$ cat src/rtl/calc_sequencer.sv
// Stack-calculator sequencer: pushes literals to an external byte queue, pops two operands into an ALU.
// States: IDLE accept | PUSH write literal | POP pop+start ALU | WAIT await alu_sync | WB write result.
module calc_sequencer #(
    parameter int DEPTH   = 8,
    parameter int TIMEOUT = 16
) (
    input  logic                   clk,
    input  logic                   rst,
    input  logic                   cmd_valid,
    output logic                   cmd_ready,
    input  logic                   cmd_type,
    input  logic [7:0]             cmd_data,
    input  logic [2:0]             cmd_aluop,
    output logic [1:0]             q_opcode,
    output logic [7:0]             q_back,
    output logic [2:0]             alu_opcode,
    output logic                   alu_start,
    input  logic                   alu_sync,
    input  logic [7:0]             alu_result,
    output logic                   res_valid,
    output logic [7:0]             res_data,
    output logic                   err,
    output logic [1:0]             err_code,
    output logic [$clog2(DEPTH):0] count
);
    localparam int CW = $clog2(DEPTH) + 1;
    localparam int WW = $clog2(TIMEOUT) + 1;
    localparam logic [CW-1:0] C_DEPTH = CW'(DEPTH);
    localparam logic [CW-1:0] C_TWO   = CW'(2);
    localparam logic [WW-1:0] W_LAST  = WW'(TIMEOUT - 1);

    typedef enum logic [2:0] {S_IDLE, S_PUSH, S_POP, S_WAIT, S_WB} state_t;

    state_t        r_state;
    state_t        w_next;
    logic          r_clr;
    logic [CW-1:0] r_count;
    logic [WW-1:0] r_wait;
    logic [7:0]    r_q_back;
    logic [7:0]    r_res;
    logic [2:0]    r_aluop;
    logic          r_err;
    logic [1:0]    r_err_code;
    logic          w_accept;
    logic          w_push_ok;
    logic          w_pop_ok;

    assign cmd_ready  = (r_state == S_IDLE) && !r_clr;
    assign w_accept   = cmd_valid && cmd_ready;
    assign w_push_ok  = r_count < C_DEPTH;
    assign w_pop_ok   = r_count >= C_TWO;
    assign q_back     = r_q_back;
    assign res_data   = r_res;
    assign alu_opcode = r_aluop;
    assign err        = r_err;
    assign err_code   = r_err_code;
    assign count      = r_count;

    always_comb begin
        w_next    = r_state;
        q_opcode  = 2'b00;
        alu_start = 1'b0;
        res_valid = 1'b0;
        case (r_state)
            S_IDLE: begin
                // First cycle out of reset clears the external queue so it matches count=0
                if (r_clr) q_opcode = 2'b11;
                if (w_accept) begin
                    if (!cmd_type && w_push_ok) w_next = S_PUSH;
                    else if (cmd_type && w_pop_ok) w_next = S_POP;
                end
            end
            S_PUSH: begin
                q_opcode = 2'b01;
                w_next   = S_IDLE;
            end
            S_POP: begin
                q_opcode  = 2'b10;
                alu_start = 1'b1;
                w_next    = S_WAIT;
            end
            S_WAIT: begin
                if (alu_sync) w_next = S_WB;
                else if (r_wait == W_LAST) w_next = S_IDLE;
            end
            S_WB: begin
                q_opcode  = 2'b01;
                res_valid = 1'b1;
                w_next    = S_IDLE;
            end
            default: w_next = S_IDLE;
        endcase
    end

    always_ff @(posedge clk) begin
        if (rst) begin
            r_state    <= S_IDLE;
            r_clr      <= 1'b1;
            r_count    <= '0;
            r_wait     <= '0;
            r_q_back   <= '0;
            r_res      <= '0;
            r_aluop    <= '0;
            r_err      <= 1'b0;
            r_err_code <= 2'b00;
        end else begin
            r_state <= w_next;
            r_clr   <= 1'b0;
            r_err   <= 1'b0;
            case (r_state)
                S_IDLE: begin
                    if (w_accept) begin
                        if (!cmd_type) begin
                            if (w_push_ok) r_q_back <= cmd_data;
                            else begin
                                r_err      <= 1'b1;
                                r_err_code <= 2'b10;
                            end
                        end else begin
                            if (w_pop_ok) r_aluop <= cmd_aluop;
                            else begin
                                r_err      <= 1'b1;
                                r_err_code <= 2'b01;
                            end
                        end
                    end
                end
                S_PUSH: if (w_push_ok) r_count <= r_count + 1'b1;
                S_POP: begin
                    if (w_pop_ok) r_count <= r_count - C_TWO;
                    r_wait <= '0;
                end
                S_WAIT: begin
                    if (alu_sync) begin
                        r_res    <= alu_result;
                        r_q_back <= alu_result;
                    end else if (r_wait == W_LAST) begin
                        r_err      <= 1'b1;
                        r_err_code <= 2'b11;
                    end else begin
                        r_wait <= r_wait + 1'b1;
                    end
                end
                S_WB: if (w_push_ok) r_count <= r_count + 1'b1;
                default: ;
            endcase
        end
    end
endmodule

$ cat config.mk
export PLATFORM = sky130hd
export DESIGN_NAME = calc_sequencer
export DESIGN_NICKNAME = d
export VERILOG_FILES = /design/src/rtl/calc_sequencer.sv
export SDC_FILE = /design/constraint.sdc
export NUM_CORES = 1
export LEC_CHECK = 0
export ABC_AREA = 1
export CAP_MARGIN = 15
export CORE_MARGIN = 2
export CORE_UTILIZATION = 46
export DETAILED_ROUTE_END_ITERATION = 6
export GPL_ROUTABILITY_DRIVEN = 0
export PLACE_DENSITY = 0.79
export SYNTH_ARGS = -nofsm -noshare
export SYNTH_HDL_FRONTEND = slang
export SYNTH_SLANG_ARGS = --single-unit
$ cat constraint.sdc
create_clock -name clk -period 1.7 [get_ports clk]
set_input_delay 0.17 -clock clk [delete_from_list [all_inputs] [get_ports clk]]
set_output_delay 0.17 -clock clk [all_outputs]
set_load 0.1 [all_outputs]
==> results of run 1 <==
state kept, by name, indices dropped and copies added (netlist names), 2 cells and up:
| name | flops |
|---|---|
| q_back | 8 |
| res_data | 8 |
| r_wait | 5 |
| count | 4 |
| alu_opcode | 3 |
| r_state | 3 |
| err_code | 2 |
power by group:
group	leakage, nW	internal, mW	total (mW)	switching [mW]
sequential	0.286	0.856	0.884	0.0285
combinational	0.846	0.207	0.669	0.462
clock	0.0644	0.585	0.886	0.301
cells in the mapped netlist, types with 3 or more instances:
master / number / area, µm²
nand2_1: 71 / 267
nor2_1: 41 / 154
dfxtp_1: 35 / 701
inv_1: 34 / 128
nand3_1: 25 / 125
a21oi_1: 17 / 85.1
o21ai_0: 10 / 50.1
ha_1: 6 / 75.1
clkbuf_1: 4 / 15.0
nand2_4: 3 / 33.8
nand4_1: 3 / 18.8
worst max-delay path by stage:
stage | startpoint | to | cells past startpoint
after floorplan | r_state[1] | q_opcode[1] | 4
after detailed placement | r_wait[0] | r_wait[0] | 10
final | r_state[1] | q_opcode[1] | 5
after CTS | r_state[0] | q_opcode[0] | 6
after global placement | r_wait[0] | r_wait[0] | 10
after global routing | r_wait[0] | r_state[0] | 9
through the flow:
stage,hold WS [ns],setup TNS [ns]
final,0.467,0
after global routing,0.480,-0.0332
after CTS,0.468,0
after detailed placement,0.457,0
after global placement,0.450,0
after floorplan,0.198,-1.03
cell usage in the layout, fill, tap and decap left out, drive strengths merged, types with 3 or more instances in the layout:
| cell | instances |
|---|---|
| nand3 | 25 |
| nand4 | 3 |
| buf | 37 |
| clkdlybuf4s50 | 23 |
| a21oi | 18 |
| dfxtp | 35 |
| o21ai | 10 |
| ha | 6 |
| clkbuf | 5 |
| inv | 36 |
| nor2 | 45 |
| nand2 | 75 |
kinds of logic (layout without fill, tap and decap cells):
logic type / count (synthesis) / count (layout) / share of synthesized area [%]
adders and majority gates: 6 / 6 / 4.15
buffers and inverters: 43 / 104 / 9.40
AOI/OAI and AO/OA: 31 / 31 / 9.54
DFF: 35 / 35 / 38.7
xor gates and xnor gates: 3 / 3 / 1.45
and+or+nand+nor: 150 / 150 / 36.8
layout make-up:
cell class              instances  area share [%]
flip-flops and latches         35            26.8
repair buffers                 60            23.1
inverters                      36            5.12
clock inverters                 3            2.56
multi-input cells             190            37.6
well taps                      48            2.28
clock buffers                   5            2.61
worst reg2reg max path, stage by stage (launching register included):
cell	delay (ns)
dfxtp_1	0.36
ha_1	0.20
nand2_1	0.09
nor2_1	0.11
ha_1	0.15
inv_1	0.06
nand3_2	0.12
nand2_4	0.10
o211ai_1	0.19
inv_1	0.07
layer usage:
metal / vias to the layer above / track usage (%)
met5: - / 0
met1: 753 / 25.5
met2: 28 / 32.8
met3: 7 / 4.56
met4: 0 / 9.44
li1: 960 / -
what timing repair did:
| action | CTS | global route |
|---|---|---|
| hold buffers | 0 | 0 |
| setup buffers | 0 | 0 |
| gates resized for setup | 1 | 3 |
| setup endpoints to repair | 1 | 14 |
| endpoints found under the hold margin | 0 | 0 |
| pin swaps | 0 | 0 |
==> summary.md, run 1 <==
| Metric | Value |
|---|---|
| Critical path's slowest cell | `dfxtp_2` |
| Post-route design area | `2640 µm²` |
| Syn-to-layout area delta | `45.7%` |
| IO buf count | `54` |
| Die W | `66.7 µm` |
| Area occupied by registers | `707 µm²` |
| Warnings, synthesis | `0` |
| DR WL met3 | `150 µm` |
| Syn_nets | `298` |
| R2R cell count | `9` |
| First-pass GRT wire length | `6890 µm` |
| Fin util | `71.0%` |
| CP endpoint kind | `output port` |
| Skew final | `0.00699 ns` |
| CP most frequent cell | `inv_2` |
| Netlist cell types | `24` |
| Crit path time final | `1.62 ns` |
| Antenna Nets Post-Route | `0` |
| Max layer used | `met4` |
| H-tree depth | `2` |
| Area post-placement | `2490 µm²` |
| Sequential area share after synthesis | `38.7%` |
| Hold Path Class | `flop to flop` |
| Cts bufs inserted | `5` |
| Synth Register Bits | `35` |
| Critical Path Start Type | `flop` |
| CTS clk-pin slew, worst paths | `0.07 ns` |
| Final Cycle Share | `95.3%` |
| Reg2reg start | `r_wait[0]` |
| Clk buf depth | `2` |
| Asr flop ratio synth | `0%` |
| Share of layout cells above drive strength 1 | `23.4%` |
| Critical R2R Capture | `r_state[0]` |
| Worst Hold Endpoint | `res_data[2]` |
| Diode count | `0` |
| CTS tree | `yes` |
| Slew margin rel. | `66.8%` |
| Fillers | `313` |
| GRT overflow | `0` |
| Final wirelength | `4140 µm` |
| CORE AREA | `3720 µm²` |
| Initial DRT Pass Iterations | `6` |
| Met1 WL | `1960 µm` |
| Leakage power | `1.20 nW` |
| Ys flop type | `dfxtp_1` |
| PwrDens | `925 nW/µm²` |
| Initial DRC Count | `85` |
| Final nets | `358` |
| # DRC | `0` |
| Multi-input logic area | `991 µm²` |
| Initial Utilization | `48.7%` |
| Routed length per placed instance | `11.0 µm` |
| Max Slew Vio Count | `0` |
| Tot Pwr | `2.44 mW` |
| I/O pin cnt | `55` |
| Post-Place Worst Slack | `0.106 ns` |
| Max rail drop VDD | `0.866 mV` |
| # rows | `22` |
| Wire length on met2 | `1970 µm` |
| Hold Violations, Final | `0` |
| HPWL Detailed | `3220 µm` |
| Reg-to-reg slack, setup | `0.14 ns` |
| CP Data Required Time | `1.53 ns` |
| Largest net degree at the start of global routing | `19` |
| Routed vias | `1,748` |
| CTS root buf | `clkbuf_8` |
| Post-Syn Area | `1810 µm²` |
| Syn avg cell area | `6.76 µm²` |
| Initial antenna violation count | `0` |
| Via density | `4.64` |
| Clk sink count | `35` |
| Max Cap Violations | `0` |
| Critical path, cell by cell | `inv_2 -> nor3_4 -> inv_2 -> o21ai_2 -> buf_12` |
| Die area | `4450 µm²` |
| Slowest stage delay, CP | `0.39 ns` |
| Critical setup path kind | `flop to output port` |
| Clk_lat worst skew | `0.29 ns` |
| Count of non-filler cells in the finished layout | `377` |
| Cell count of the worst hold path | `2` |
| Final number of setup-violating endpoints | `0` |
| Die Span Y | `66.7 µm` |
| Critical Path AT | `1.45 ns` |
| RSZ-0062 raised after global routing | `true` |
| Status | `finished clean` |
| Crit path buffers/inverters | `3` |
| CP Max Fanout | `4` |
| Gr usage total | `20.3%` |
| Syn Inst Count | `268` |
| Vias in the first global route | `1,576` |
| Placed cell count | `369` |
| Final worst setup slack | `0.0796 ns` |
| Measured slew at the worst slew-check pin | `0.497 ns` |
| Fmax | `617 MHz` |
| Number of synthesized flops with an enable pin | `0` |
| Hold Startpoint | `res_data[2]` |
| Top cell family by delay on the critical path | `flip-flops` |
Note: power is estimated with default switching activity, not from simulation.
==> run 2, diff against run 1 <==
ABC_AREA = unset   (was 1)
CORE_ASPECT_RATIO = 1.25   (was unset)
CORE_UTILIZATION = 61   (was 46)
DONT_BUFFER_PORTS = 1   (was unset)
PLACE_DENSITY = 0.77   (was 0.79)
==> summary.md, run 2 <==
| Metric | Value |
|---|---|
| Status | `finished with violations (was finished clean)` |
| Failing checks | `setup timing` |
| Netlist cell types | `40 (was 24)` |
| Top post-synthesis cells by area | `dfxtp_1 (41%), a21oi_1 (7.1%), mux2i_1 (4.7%), a211oi_1 (4.4%), ha_1 (4.4%) (was dfxtp_1 (39%), nand2_1 (15%), nor2_1 (8.5%), inv_1 (7.0%), nand3_1 (6.9%))` |
| Ys flop type | `dfxtp_1 (unchanged)` |
| Most frequent cell after synthesis | `dfxtp_1 (was nand2_1)` |
| Clk buf depth | `2 (unchanged)` |
| Final number of setup-violating endpoints | `5 (was 0)` |
| Initial Utilization | `63.9% (was 48.7%)` |
| Measured slew at the worst slew-check pin | `1.30 ns (was 0.497 ns)` |
| Fillers | `82 (was 313)` |
| Multi-input logic area | `1060 µm² (was 991 µm²)` |
| Commonest cells in the netlist | `dfxtp_1 (35), a21oi_1 (24), nand2_1 (20) (was nand2_1 (71), nor2_1 (41), dfxtp_1 (35))` |
| Syn avg cell area | `8.56 µm² (was 6.76 µm²)` |
| Most frequent cells in the layout | `buf_4 (49), dfxtp_1 (27), a21oi_1 (23), nand2_1 (19), dlygate4sd3_1 (12) (was nand2_1 (68), nor2_1 (40), inv_1 (30), dfxtp_1 (30), buf_4 (29))` |
| Max Cap Violations | `0 (unchanged)` |
| CORE AREA | `2650 µm² (was 3720 µm²)` |
| Vias in the first global route | `1,847 (was 1,576)` |
| Die Span Y | `62.9 µm (was 66.7 µm)` |
| Sw power | `2.68 mW (was 791 µW)` |
| Hold Path Class | `primary input to flop (was flop to flop)` |
| Skew final | `0.0135 ns (was 0.00699 ns)` |
| H-tree depth | `2 (unchanged)` |
| Sequential area share after synthesis | `41.3% (was 38.7%)` |
| GRT overflow | `0 (unchanged)` |
| Final Cycle Share | `103% (was 95.3%)` |
| CP endpoint kind | `flop (was output port)` |
| RSZ-0062 raised after global routing | `true (unchanged)` |
| Reg-to-reg slack, setup | `-0.05 ns (was 0.14 ns)` |
| Final worst setup slack | `-0.0513 ns (was 0.0796 ns)` |
| Die W | `51.2 µm (was 66.7 µm)` |
| Critical Path Start Type | `flop (unchanged)` |
| Pint | `2.28 mW (was 1.65 mW)` |
| Final nets | `290 (was 358)` |
| Post-route design area | `2510 µm² (was 2640 µm²)` |
| Combinational share of power | `66.1% (was 27.4%)` |
| Slew margin rel. | `13.2% (was 66.8%)` |
| Post-synth top area cell | `dfxtp_1 (unchanged)` |
| Critical Path AT | `2.00 ns (was 1.45 ns)` |
| Most common cell after layout, fill and taps aside | `buf_4 (was nand2_1)` |
| Area post-placement | `2170 µm² (was 2490 µm²)` |
| Share of layout cells above drive strength 1 | `37.5% (was 23.4%)` |
| Max Slew Vio Count | `0 (unchanged)` |
| CTS clk-pin slew, worst paths | `0.12 ns (was 0.07 ns)` |
| Number of synthesized flops with an enable pin | `0 (unchanged)` |
| Clk pwr share | `10.7% (was 36.3%)` |
| Routed length per placed instance | `22.6 µm (was 11.0 µm)` |
| IO buf count | `0 (was 54)` |
| Hold Violations, Final | `0 (unchanged)` |
| Post-Syn Area | `1700 µm² (was 1810 µm²)` |
| Seq pwr share | `23.2% (was 36.3%)` |
| CTS tree | `yes (unchanged)` |
| Crit path time final | `1.75 ns (was 1.62 ns)` |
| HPWL Detailed | `3370 µm (was 3220 µm)` |
| Area occupied by registers | `723 µm² (was 707 µm²)` |
| Post-Place Worst Slack | `-0.0625 ns (was 0.106 ns)` |
| Gr usage total | `35.2% (was 20.3%)` |
| Initial antenna violation count | `0 (unchanged)` |
| Cell count of the worst hold path | `2 (unchanged)` |
| Leakage power | `1.03 nW (was 1.20 nW)` |
| Syn-to-layout area delta | `48.3% (was 45.7%)` |
| CTS root buf | `clkbuf_4 (was clkbuf_8)` |
| Syn_nets | `228 (was 298)` |
| Initial DRC Count | `162 (was 85)` |
| R2R cell count | `5 (was 9)` |
| # DRC | `0 (unchanged)` |
| CP Max Fanout | `7 (was 4)` |
| I/O pin cnt | `55 (unchanged)` |
| Final wirelength | `6660 µm (was 4140 µm)` |
| First-pass GRT wire length | `8400 µm (was 6890 µm)` |
| Post-synth top area share | `41.3% (was 38.7%)` |
| Initial DRT Pass Iterations | `7 (was 6)` |
| Max rail drop VDD | `1.50 mV (was 0.866 mV)` |
| Syn Inst Count | `198 (was 268)` |
| Warnings, synthesis | `0 (unchanged)` |
| Clk sink count | `35 (unchanged)` |
| Fmax | `571 MHz (was 617 MHz)` |
| Cts bufs inserted | `5 (unchanged)` |
| Die area | `3220 µm² (was 4450 µm²)` |
| PwrDens | `1970 nW/µm² (was 925 nW/µm²)` |
| CP Data Required Time | `1.95 ns (was 1.53 ns)` |
| Routed vias | `1,976 (was 1,748)` |
| Switching part of the total | `54.0% (was 32.4%)` |
| Antenna Nets Post-Route | `0 (unchanged)` |
| Synth Register Bits | `35 (unchanged)` |
| # rows | `21 (was 22)` |
| Critical setup path kind | `flop to flop (was flop to output port)` |
| Diode count | `0 (unchanged)` |
| Asr flop ratio synth | `0% (unchanged)` |
| Largest net degree at the start of global routing | `33 (was 19)` |
| Via density | `6.70 (was 4.64)` |
| Clk_lat worst skew | `0.35 ns (was 0.29 ns)` |
-- run 2: cell types whose count changed in the layout (fill, tap and decap cells not counted), sizes merged, moves of 4 or more --
| cell | before | now |
|---|---|---|
| clkdlybuf4s50 | 23 | 0 |
| buf | 37 | 55 |
| nand2 | 75 | 21 |
| mux2i | 0 | 8 |
| inv | 36 | 7 |
| a21oi | 18 | 24 |
| a211oi | 0 | 10 |
| nor2 | 45 | 9 |
| nor3 | 2 | 7 |
| or3 | 0 | 6 |
| nand3 | 25 | 7 |
| nand2b | 0 | 4 |
| dlygate4sd3 | 0 | 12 |
-- run 2: repair_timing --
| action | 4_1_cts | 5_1_grt |
|---|---|---|
| gates resized for setup | 8 | 19 |
| hold buffers | 12 | 0 |
| setup buffers | 0 | 5 |
| pin swaps | 0 | 4 |
| endpoints found under the hold margin | 32 | 0 |
| setup endpoints to repair | 8 | 24 |
-- run 2: cells by family (layout without fill, tap and decap cells) --
kind of cell	after synthesis	after routing	share of synthesized area (%)
AOI/OAI and AO/OA	52	52	19.6
xor gates and xnor gates	4	4	2.07
adders and majority gates	6	6	4.43
buffers and inverters	20	83	4.80
DFF	35	35	41.3
muxes	10	10	6.05
and+or+nand+nor	71	71	21.8
-- run 2: per-layer routing --
metal	vias to the layer above	global-route usage, %	wire, µm
met4	0	23.3	469
met2	177	62.8	3340
met1	907	34.6	2300
met3	57	8.37	551
li1	835	-	-
met5	-	0	0
-- run 2: layout make-up --
cell class | count | area share, %
Sequential cell | 35 | 28.8
Tap cell | 34 | 1.69
Inverter | 8 | 1.34
Multi-Input combinational cell | 143 | 42.2
Timing Repair Buffer | 67 | 23.3
Clock buffer | 8 | 2.74
-- run 2: worst paths after layout --
check | from | end
min reg2reg | res_data[2] | res_data[2]
max reg2reg | r_state[0] | count[3]
min | rst | count[2]
max | r_state[0] | count[3]
-- run 2: metrics by stage --
stage	total power, mW	setup TNS, ns	cells	hold WS (ns)	utilization, %
global route	5.07	-0.450	295	0.0148	94.7
CTS	4.62	-0.108	290	0.00276	89.8
finish	4.96	-0.165	295	0.0117	94.7
global placement	3.95	0	270	0.201	81.8
floorplan	3.30	-0.956	198	0.198	-
detailed placement	4.02	-0.162	270	0.202	81.8
-- run 2: worst max-delay path, stage by stage (launching register included) --
cell	delay, ns
dfxtp_4	0.39
or3b_4	0.43
clkinvlp_4	0.13
o31ai_4	0.09
a22oi_1	0.26
mux2_2	0.37
-- run 2: power by group through the flow --
stage / clock network [mW] / registers [mW] / logic [mW]
2_1_floorplan: 0 / 2.01 / 1.29
3_3_place_gp: 0 / 1.12 / 2.83
3_5_place_dp: 0 / 1.13 / 2.89
4_1_cts: 0.528 / 1.12 / 2.98
5_1_grt: 0.561 / 1.16 / 3.34
6_report: 0.531 / 1.15 / 3.28
